### config.mk
export PLATFORM = sky130hd
export DESIGN_NAME = trap_unit
export DESIGN_NICKNAME = d
export VERILOG_FILES = /design/src/rtl/trap_unit.sv
export SDC_FILE = /design/constraint.sdc
export NUM_CORES = 1
export LEC_CHECK = 0
export BUFFER_PORTS_ARGS = -buffer_cell sky130_fd_sc_hd__buf_2
export CAP_MARGIN = 5
export CORE_ASPECT_RATIO = 0.5
export CORE_MARGIN = 2
export CORE_UTILIZATION = 35
export DETAILED_ROUTE_END_ITERATION = 16
export GPL_TIMING_DRIVEN = 0
export MAX_ROUTING_LAYER = met4
export PLACE_DENSITY = 0.59
export SKIP_LAST_GASP = 1
export SYNTH_ARGS = -nofsm -noshare
export SYNTH_HDL_FRONTEND = slang
export SYNTH_SLANG_ARGS = --single-unit
### constraint.sdc
create_clock -name clk -period 5.6 [get_ports clk]
set_clock_uncertainty 0.1 [all_clocks]
set_input_delay 0 -clock clk [delete_from_list [all_inputs] [get_ports clk]]
set_output_delay 0 -clock clk [all_outputs]
set_load 0.03 [all_outputs]
### src/rtl/trap_unit.sv
// Machine-mode trap and CSR unit: privilege, mstatus/mie/mtvec/mepc/mcause/mscratch, trap entry and mret sequencing.
// Optional machine timer interrupt path is compiled in when TRAP_INTERRUPT_EN is defined.
module trap_unit #(
    parameter int unsigned     XLEN        = 64,
    parameter logic [XLEN-1:0] MTVEC_RESET = '0
) (
    input  logic            clk,
    input  logic            reset_n,
    input  logic            instrValid,
    input  logic [2:0]      exceptSignal,
    input  logic            trapReturn,
    input  logic            csrWriteEnable,
    input  logic [2:0]      csrFunct3,
    input  logic [11:0]     csrAddr,
    input  logic [XLEN-1:0] csrOperand,
    input  logic [XLEN-1:0] pc,
    input  logic            irq,
    output logic [XLEN-1:0] csrRdata,
    output logic [1:0]      privMode,
    output logic            pcRedirect,
    output logic [XLEN-1:0] redirectPc,
    output logic            flush,
    output logic            trapStall
);
    localparam logic [1:0]  PRIV_M     = 2'b11;
    localparam logic [1:0]  PRIV_U     = 2'b00;
    localparam logic [11:0] A_MSTATUS  = 12'h300;
    localparam logic [11:0] A_MIE      = 12'h304;
    localparam logic [11:0] A_MTVEC    = 12'h305;
    localparam logic [11:0] A_MSCRATCH = 12'h340;
    localparam logic [11:0] A_MEPC     = 12'h341;
    localparam logic [11:0] A_MCAUSE   = 12'h342;

    typedef enum logic [1:0] {S_RUN, S_ENTER, S_RETURN} state_e;

    state_e          state_q;
    logic [1:0]      priv_q, mpp_q;
    logic            mie_q, mpie_q;
    logic [XLEN-1:0] mtvec_q, mepc_q, mcause_q, mscratch_q;
    logic            redirect_q;

    logic            in_run, irq_take, illegal, ecall, ebreak, trap_take, ret_take, csr_we;
    logic [XLEN-1:0] cause_d, wdata_d;

    assign in_run = (state_q == S_RUN);

`ifdef TRAP_INTERRUPT_EN
    logic mtie_q;
    assign irq_take = in_run && instrValid && irq && mie_q && mtie_q;
    logic unused_ok;
    assign unused_ok = ^{csrFunct3[2], pc[1:0]};
`else
    assign irq_take = 1'b0;
    logic unused_ok;
    assign unused_ok = ^{csrFunct3[2], pc[1:0], irq};
`endif

    // mret outside M mode is treated as an illegal instruction
    assign illegal   = in_run && instrValid && (exceptSignal[2] || (trapReturn && priv_q != PRIV_M));
    assign ecall     = in_run && instrValid && exceptSignal[1];
    assign ebreak    = in_run && instrValid && exceptSignal[0];
    assign trap_take = irq_take || illegal || ecall || ebreak;
    assign ret_take  = in_run && instrValid && trapReturn && (priv_q == PRIV_M) && !trap_take;

    always_comb begin
        cause_d = XLEN'(3);
        if (irq_take)     cause_d = {1'b1, {(XLEN-5){1'b0}}, 4'd7};
        else if (illegal) cause_d = XLEN'(2);
        else if (ecall)   cause_d = (priv_q == PRIV_M) ? XLEN'(11) : XLEN'(8);
    end

    always_comb begin
        csrRdata = '0;
        case (csrAddr)
            A_MSTATUS: begin
                csrRdata[3]     = mie_q;
                csrRdata[7]     = mpie_q;
                csrRdata[12:11] = mpp_q;
            end
            A_MIE: begin
`ifdef TRAP_INTERRUPT_EN
                csrRdata[7] = mtie_q;
`endif
            end
            A_MTVEC:    csrRdata = mtvec_q;
            A_MSCRATCH: csrRdata = mscratch_q;
            A_MEPC:     csrRdata = mepc_q;
            A_MCAUSE:   csrRdata = mcause_q;
            default:    ;
        endcase
    end

    always_comb begin
        case (csrFunct3[1:0])
            2'b10:   wdata_d = csrRdata | csrOperand;
            2'b11:   wdata_d = csrRdata & ~csrOperand;
            default: wdata_d = csrOperand;
        endcase
    end

    // set/clear forms with a zero operand are pure reads
    assign csr_we = in_run && instrValid && csrWriteEnable && !trap_take &&
                    ((csrFunct3[1:0] == 2'b01) || ((csrFunct3[1:0] != 2'b00) && (csrOperand != '0)));

    always_ff @(posedge clk) begin
        if (!reset_n) begin
            state_q    <= S_RUN;
            priv_q     <= PRIV_M;
            mpp_q      <= PRIV_U;
            mie_q      <= 1'b0;
            mpie_q     <= 1'b0;
            mtvec_q    <= MTVEC_RESET;
            mepc_q     <= '0;
            mcause_q   <= '0;
            mscratch_q <= '0;
            redirect_q <= 1'b0;
`ifdef TRAP_INTERRUPT_EN
            mtie_q     <= 1'b0;
`endif
        end else begin
            case (state_q)
                S_RUN: begin
                    if (trap_take) begin
                        mepc_q     <= {pc[XLEN-1:2], 2'b00};
                        mcause_q   <= cause_d;
                        state_q    <= S_ENTER;
                        redirect_q <= 1'b1;
                    end else begin
                        if (csr_we) begin
                            case (csrAddr)
                                A_MSTATUS: begin
                                    mie_q  <= wdata_d[3];
                                    mpie_q <= wdata_d[7];
                                    mpp_q  <= (wdata_d[12:11] == PRIV_M) ? PRIV_M : PRIV_U;
                                end
`ifdef TRAP_INTERRUPT_EN
                                A_MIE:      mtie_q     <= wdata_d[7];
`endif
                                A_MTVEC:    mtvec_q    <= {wdata_d[XLEN-1:2], 2'b00};
                                A_MSCRATCH: mscratch_q <= wdata_d;
                                A_MEPC:     mepc_q     <= {wdata_d[XLEN-1:2], 2'b00};
                                A_MCAUSE:   mcause_q   <= wdata_d;
                                default:    ;
                            endcase
                        end
                        if (ret_take) begin
                            state_q    <= S_RETURN;
                            redirect_q <= 1'b1;
                        end
                    end
                end
                S_ENTER: begin
                    mpp_q      <= priv_q;
                    mpie_q     <= mie_q;
                    mie_q      <= 1'b0;
                    priv_q     <= PRIV_M;
                    state_q    <= S_RUN;
                    redirect_q <= 1'b0;
                end
                S_RETURN: begin
                    priv_q     <= mpp_q;
                    mpp_q      <= PRIV_U;
                    mie_q      <= mpie_q;
                    mpie_q     <= 1'b1;
                    state_q    <= S_RUN;
                    redirect_q <= 1'b0;
                end
                default: begin
                    state_q    <= S_RUN;
                    redirect_q <= 1'b0;
                end
            endcase
        end
    end

    assign privMode   = priv_q;
    assign pcRedirect = redirect_q;
    assign flush      = redirect_q;
    assign trapStall  = redirect_q;
    assign redirectPc = (state_q == S_RETURN) ? mepc_q : mtvec_q;

endmodule

==> results of run 1 <==
-- how the worst min path moves through the flow --
stage	to	cells after the start
after floorplan	mepc_q[62]$_SDFFE_PN0P_	2
final	mcause_q[52]$_SDFFE_PN0P_	3
after global routing	mcause_q[52]$_SDFFE_PN0P_	3
after detailed placement	mepc_q[62]$_SDFFE_PN0P_	3
after global placement	mepc_q[62]$_SDFFE_PN0P_	3
after CTS	mcause_q[52]$_SDFFE_PN0P_	3
-- sequential cells by signal, indices dropped and copies added, names as in the netlist --
signal and cells:
mpp_q 2, mpie_q 1, privMode 2, mepc_q 62, mscratch_q 64, flush 1, mcause_q 64, mtvec_q 62
mie_q 1, state_q 2
-- tightest hold or removal path: stages --
cell and delay [ns]:
clkbuf_1 0.31, nand2_1 0.33, nor2_1 0.07
-- Yosys cell counts, types with 4 or more instances --
cell	instances
nand3_1	13
nand4_1	168
buf_6	7
clkbuf_1	108
nor2_1	59
ha_1	4
o21bai_1	56
inv_1	62
o2111ai_2	20
a22oi_1	36
dfxtp_1	261
and3_1	8
o2111ai_1	36
mux2i_1	10
nand2b_1	36
o21ai_0	128
a21oi_1	358
buf_4	16
a211oi_1	6
nor4_1	17
buf_1	24
nor3b_1	24
buf_2	38
mux2_2	66
nor2b_1	7
a21o_1	20
a22o_1	6
nand2_1	239
-- kinds of logic (layout without fill, tap and decap cells) --
| logic type | after synthesis | after routing | synth area share (%) |
|---|---|---|---|
| other cells | 1 | 3 | 0.0258 |
| buf+inv | 255 | 775 | 7.70 |
| simple gates | 592 | 592 | 21.0 |
| compound gates | 695 | 695 | 29.1 |
| mux | 76 | 76 | 5.81 |
| flops | 261 | 261 | 36.0 |
| fa+ha+maj | 4 | 4 | 0.345 |
-- final cells by class --
| cell class | count | area (sq um) |
|---|---|---|
| Fill cell | 4105 | 21000 |
| Multi-Input combinational cell | 1369 | 8170 |
| Sequential cell | 261 | 5230 |
| Timing Repair Buffer | 471 | 3340 |
| Buffer | 193 | 885 |
| Clock buffer | 33 | 728 |
| Tap cell | 540 | 676 |
| Clock inverter | 16 | 370 |
| Inverter | 62 | 233 |
| Antenna cell | 1 | 2.50 |
-- per-layer routing --
| layer | track usage [%] | vias up |
|---|---|---|
| li1 | - | 7921 |
| met1 | 45.0 | 8562 |
| met2 | 50.4 | 1181 |
| met3 | 6.75 | 196 |
| met4 | 11.2 | 0 |
| met5 | - | - |
-- cells in the final DEF (no fill, tap or decap), drive strengths merged, types with 11 or more instances in the layout --
cell         synthesis  final
nand2b              36     36
nor3b               24     24
nand3               13     13
buf                 85    359
o21ai              131    131
clkbuf             108    141
o2111ai             56     56
bufinv               0     11
inv                 62     63
o21bai              56     56
dfxtp              261    261
dlygate4sd3          0    197
nand4              169    169
a22oi               36     36
nor2                59     59
mux2                66     66
nand2              239    239
nor4                18     18
a21oi              359    359
a21o                20     20
-- report_power, final --
group	leakage, nW	internal [W]	switching, W
logic	5.10	0.000350	0.000596
registers	2.13	0.00197	0.0000723
clock network	0.539	0.00143	0.000888
total	7.77	0.00375	0.00156
-- through the flow --
stage                     hold slack, ns  cell area (sq um)
after CTS                         0.0256              19600
final                             0.0794              19600
after global routing              0.0761              19600
after global placement             0.170              16600
after detailed placement           0.179              16600
after floorplan                   0.0462              14500
==> results.yml, run 1 <==
logic_synthesis:
  yosys_register_bits: 261
  synth_edf_count: 0
  avgSynthCellArea_sq_um: 7.70
  yosys_warnings: 0
  synth.distinct_cells: 61
  synth_top_cell_area_share_pct: 36.0
  yosys_most_used_dff: "dfxtp_1"
  syn_inst: 1884
  synth_area_leader_cell: "dfxtp_1"
  synth_area_sq_um: 14500
  seq_area_frac_synth_pct: 36.0
  async_reset_ff_share_pct: 0
  synthTopCellsByArea: "dfxtp_1, a21oi_1, nand4_1"
detailed_routing:
  via_per_inst: 6.06
  drt_iter0_markers: 2311
  wirelength_um: 73400
  met2_length_um: 31700
  m1WireLength_um: 30700
  drtAntennaViolNets: 0
  wire_per_inst_um: 24.9
  highest_layer: "met4"
  met3_length_um: 8220
  drc: 0
  num_vias: 17860
  firstDrtPassIters: 6
clocking:
  cts_buffer_depth: 3
  post-cts-setup-buffers: 0
  clk_pin_slew_worst_paths_ns: 0.07
  cts_buffers: 27
  root_buffer: "clkbuf_16"
  numClockSinks: 261
  insertion_delay_ns: 0.59
  htreeDepth: 1
  cts_tree: "done"
  ctsHoldBuffers: 197
  cts_resized: 0
die:
  initial_core_util_pct: 35.7
  num_rows: 52
  die_h_um: 148
  die_w_um: 292
  ioPinCount: 285
  die_area_sq_um: 43200
  core_area_sq_um: 40700
critical_path:
  cp_cell_sequence: "dlygate4sd3_1, buf_2, nor4b_1, nand4_1, nor2_1, nand3_1, a21o_1, clkbuf_1, clkbuf_1, o21ai_0, a21oi_1, dlygate4sd3_1"
  end_kind: "flop"
  cpPeakStageDelay_ns: 0.63
  path_buf_inv: 5
  reg2reg_slack_ns: 1.44
  rr_worst_depth: 12
  crit_path_top_delay_cell: "nor4b_1"
  r2r_end: "mepc_q[55]$_SDFFE_PN0P_"
  critical-path-top-delay-family: "buffers and inverters"
  path_class: "primary input to flop"
  critPathMaxFanout: 10
  arrival_ns: 4.54
  r2r_start: "state_q[0]$_SDFFE_PN0P_"
  worstSetupStartpoint: "csrFunct3[1]"
  critPathLaunchType: "primary input"
  critPathCapture: "mepc_q[55]$_SDFFE_PN0P_"
  required_ns: 5.97
  path_depth: 12
power:
  p_per_area_nw_per_um2: 270
  p_leak_nw: 7.77
  max-vdd-ir-drop_v: 0.000188
  p_total_w: 0.00531
global_routing:
  grt_pass1_vias: 16777
  grtUsageTotal_pct: 33.6
  grt_pass1_wl_um: 107000
  gr-total-overflow: 0
  grt_max_degree: 15
  antenna_found_initial: 1
place:
  post-dp-hpwl_um: 51800
  place_ws_ns: 2.14
  dp.cells: 2699
  portBuffers: 274
  routabilityCongestion: 1.00
timing:
  maxSlewHeadroom_pct: 30.4
  hold_viol: 0
  drv_slew: 0
  rsz0062_at_grt: "false"
  tns_ns: 0
  worst_slack_ns: 1.43
  worst_pin_slew_ns: 1.03
  max_freq_mhz: 240
  period_share_pct: 74.5
  fin_crit_ns: 4.17
  setup_violations: 0
final_layout:
  drive_above_1_share_pct: 19.9
  syn_to_final_growth_pct: 35.3
  nets: 2541
  utilization_pct: 48.3
  fin_cells: 2946
min_path:
  min-delay-start: "reset_n"
  hp-class: "primary input to flop"
status:
  status: "finished clean"
job:
  cap_violations: 0
No activity file was read; power rests on OpenSTA's default activity.
==> run 2, diff against run 1 <==
==> constraint.sdc (replaced) <==
create_clock -name clk -period 4.05 [get_ports clk]
set_clock_uncertainty 0.1 [all_clocks]
set_input_delay 0 -clock clk [delete_from_list [all_inputs] [get_ports clk]]
set_output_delay 0 -clock clk [all_outputs]
set_load 0.03 [all_outputs]
==> run 2 against run 1 <==
- critical endpoint unchanged
- via count fell by 0.43%
- flip-flop and latch count did not move
- die area did not move
- critical path type unchanged
- routed wire length barely moved
- setup slack got worse by 1.5 ns
- sequential share of layout area barely moved
- critical path depth did not move
- largest cell class unchanged
- the flow now finishes with violations (setup timing)
- register-to-register slack got worse by 1.3 ns
==> results.yml, run 2 (synthesized netlist as in run 1, its figures left out) <==
status:
  status: "finished with violations"
  violations: "setup timing"
timing:
  setup_violations: 29
  rsz0062_at_grt: "true"
  hold_slack_ns: 0.0744
  fin_crit_ns: 4.15
  maxSlewHeadroom_pct: 28.0
  max_freq_mhz: 241
  hold_viol: 0
  drv_slew: 0
  worst_pin_slew_ns: 1.07
  period_share_pct: 102
  worst_slack_ns: -0.0993
critical_path:
  critical-path-top-delay-family: "buffers and inverters"
  rr_worst_depth: 11
  required_ns: 4.42
  path_class: "primary input to flop"
  cpPeakStageDelay_ns: 0.69
  path_depth: 12
  arrival_ns: 4.52
  path_buf_inv: 5
  cp_cell_sequence: "dlygate4sd3_1, buf_2, nor4b_1, nand4_1, nor2_1, nand3_1, a21o_1, clkbuf_2, clkbuf_1, o21ai_0, a21oi_1, dlygate4sd3_1"
  critPathLaunchType: "primary input"
  crit_path_top_delay_cell: "nor4b_1"
  end_kind: "flop"
  critPathMaxFanout: 10
  crit_path_frequent_cell: "dlygate4sd3_1"
power:
  pwr-share-clk_pct: 43.8
  p_per_area_nw_per_um2: 374
  p_comb_share_pct: 17.8
  p_int_w: 0.00519
  p_sw_w: 0.00215
  max-vdd-ir-drop_v: 0.000264
  pwr-share-seq_pct: 38.4
  swShare_pct: 29.3
  p_leak_nw: 7.78
die:
  die_w_um: 292
  core_area_sq_um: 40700
  die_h_um: 148
  initial_core_util_pct: 35.7
  ioPinCount: 285
  die_area_sq_um: 43200
  num_rows: 52
clocking:
  htreeDepth: 1
  post-cts-setup-buffers: 0
  clk_pin_slew_worst_paths_ns: 0.07
  cts_buffer_depth: 3
  cts_tree: "done"
  insertion_delay_ns: 0.59
  numClockSinks: 261
  cts_buffers: 27
  root_buffer: "clkbuf_16"
final_layout:
  fin_area_sq_um: 19600
  final_cell_mix: "a21oi_1, buf_2, dfxtp_1, nand2_1, dlygate4sd3_1"
  nets: 2541
  utilization_pct: 48.3
  top_regs: "mcause_q x64, mscratch_q x64"
  fin_cells: 2946
  fillers: 4107
  drive_above_1_share_pct: 20.0
  syn_to_final_growth_pct: 35.3
  final_common_cell: "a21oi_1"
detailed_routing:
  drc: 0
  num_vias: 17784
  firstDrtPassIters: 6
  drt_iter0_markers: 2336
  via_per_inst: 6.04
  drtAntennaViolNets: 0
  wirelength_um: 73400
  wire_per_inst_um: 24.9
global_routing:
  grt_pass1_vias: 16777
  grt_max_degree: 15
  grt_pass1_wl_um: 107000
  grtUsageTotal_pct: 33.6
  gr-total-overflow: 0
  antenna_found_initial: 1
place:
  placed_area_sq_um: 16600
  portBuffers: 274
  post-dp-hpwl_um: 51800
  routabilityCongestion: 1.00
  place_ws_ns: 0.591
  dp.cells: 2699
min_path:
  holdPathStages: 3
  hp-class: "primary input to flop"
job:
  cap_violations: 0
[run 2: worst min-delay path, stage by stage]
cell and delay [ns]:
clkbuf_1 0.31, nand2_1 0.32, nor2_1 0.07
[run 2: area by class of cell]
| cell class | instances | area (sq um) | area share [%] |
|---|---|---|---|
| Buffer | 193 | 888 | 4.52 |
| Tap cell | 540 | 676 | 3.44 |
| Multi-Input combinational cell | 1369 | 8170 | 41.6 |
| Sequential cell | 261 | 5230 | 26.6 |
| Inverter | 62 | 233 | 1.19 |
| Antenna cell | 1 | 2.50 | 0.0127 |
| Clock buffer | 33 | 728 | 3.71 |
| Timing Repair Buffer | 471 | 3340 | 17.0 |
| Clock inverter | 16 | 370 | 1.89 |
[run 2: path summary, 6_finish.rpt]
kind                                from                           to  slack [ns]
min reg2reg  mscratch_q[26]$_SDFFE_PN0P_  mscratch_q[26]$_SDFFE_PN0P_        0.35
min                              reset_n     mcause_q[7]$_SDFFE_PN0P_        0.07
max                         csrFunct3[1]      mepc_q[55]$_SDFFE_PN0P_        -0.1
max reg2reg      state_q[0]$_SDFFE_PN0P_      mepc_q[36]$_SDFFE_PN0P_        0.16
[run 2: timing repair]
action / 4_1_cts / 5_1_grt
hold endpoints to repair: 257 / 0
resized for setup: 0 / 5
hold buffers: 197 / 0
endpoints found under the setup margin: 0 / 43
[run 2: layer usage]
layer  GRT usage [%]  wire [um]
met1            45.0      30700
met2            50.4      31900
met3            6.75       7910
met4            11.2       2800
met5               -          0
[run 2: power groups by stage]
stage,logic (W),clock network (W),registers [W]
after floorplan,0.000602,0,0.00284
after global placement,0.00104,0,0.00287
after detailed placement,0.00105,0,0.00287
after CTS,0.00125,0.00320,0.00282
after global routing,0.00139,0.00331,0.00284
final,0.00131,0.00321,0.00282
[run 2: per-stage QoR]
stage               setup TNS [ns]  total power, W
floorplan                        0         0.00344
global placement                 0         0.00391
detailed placement               0         0.00392
CTS                              0         0.00726
global route               -0.0195         0.00753
finish                       -1.49         0.00734
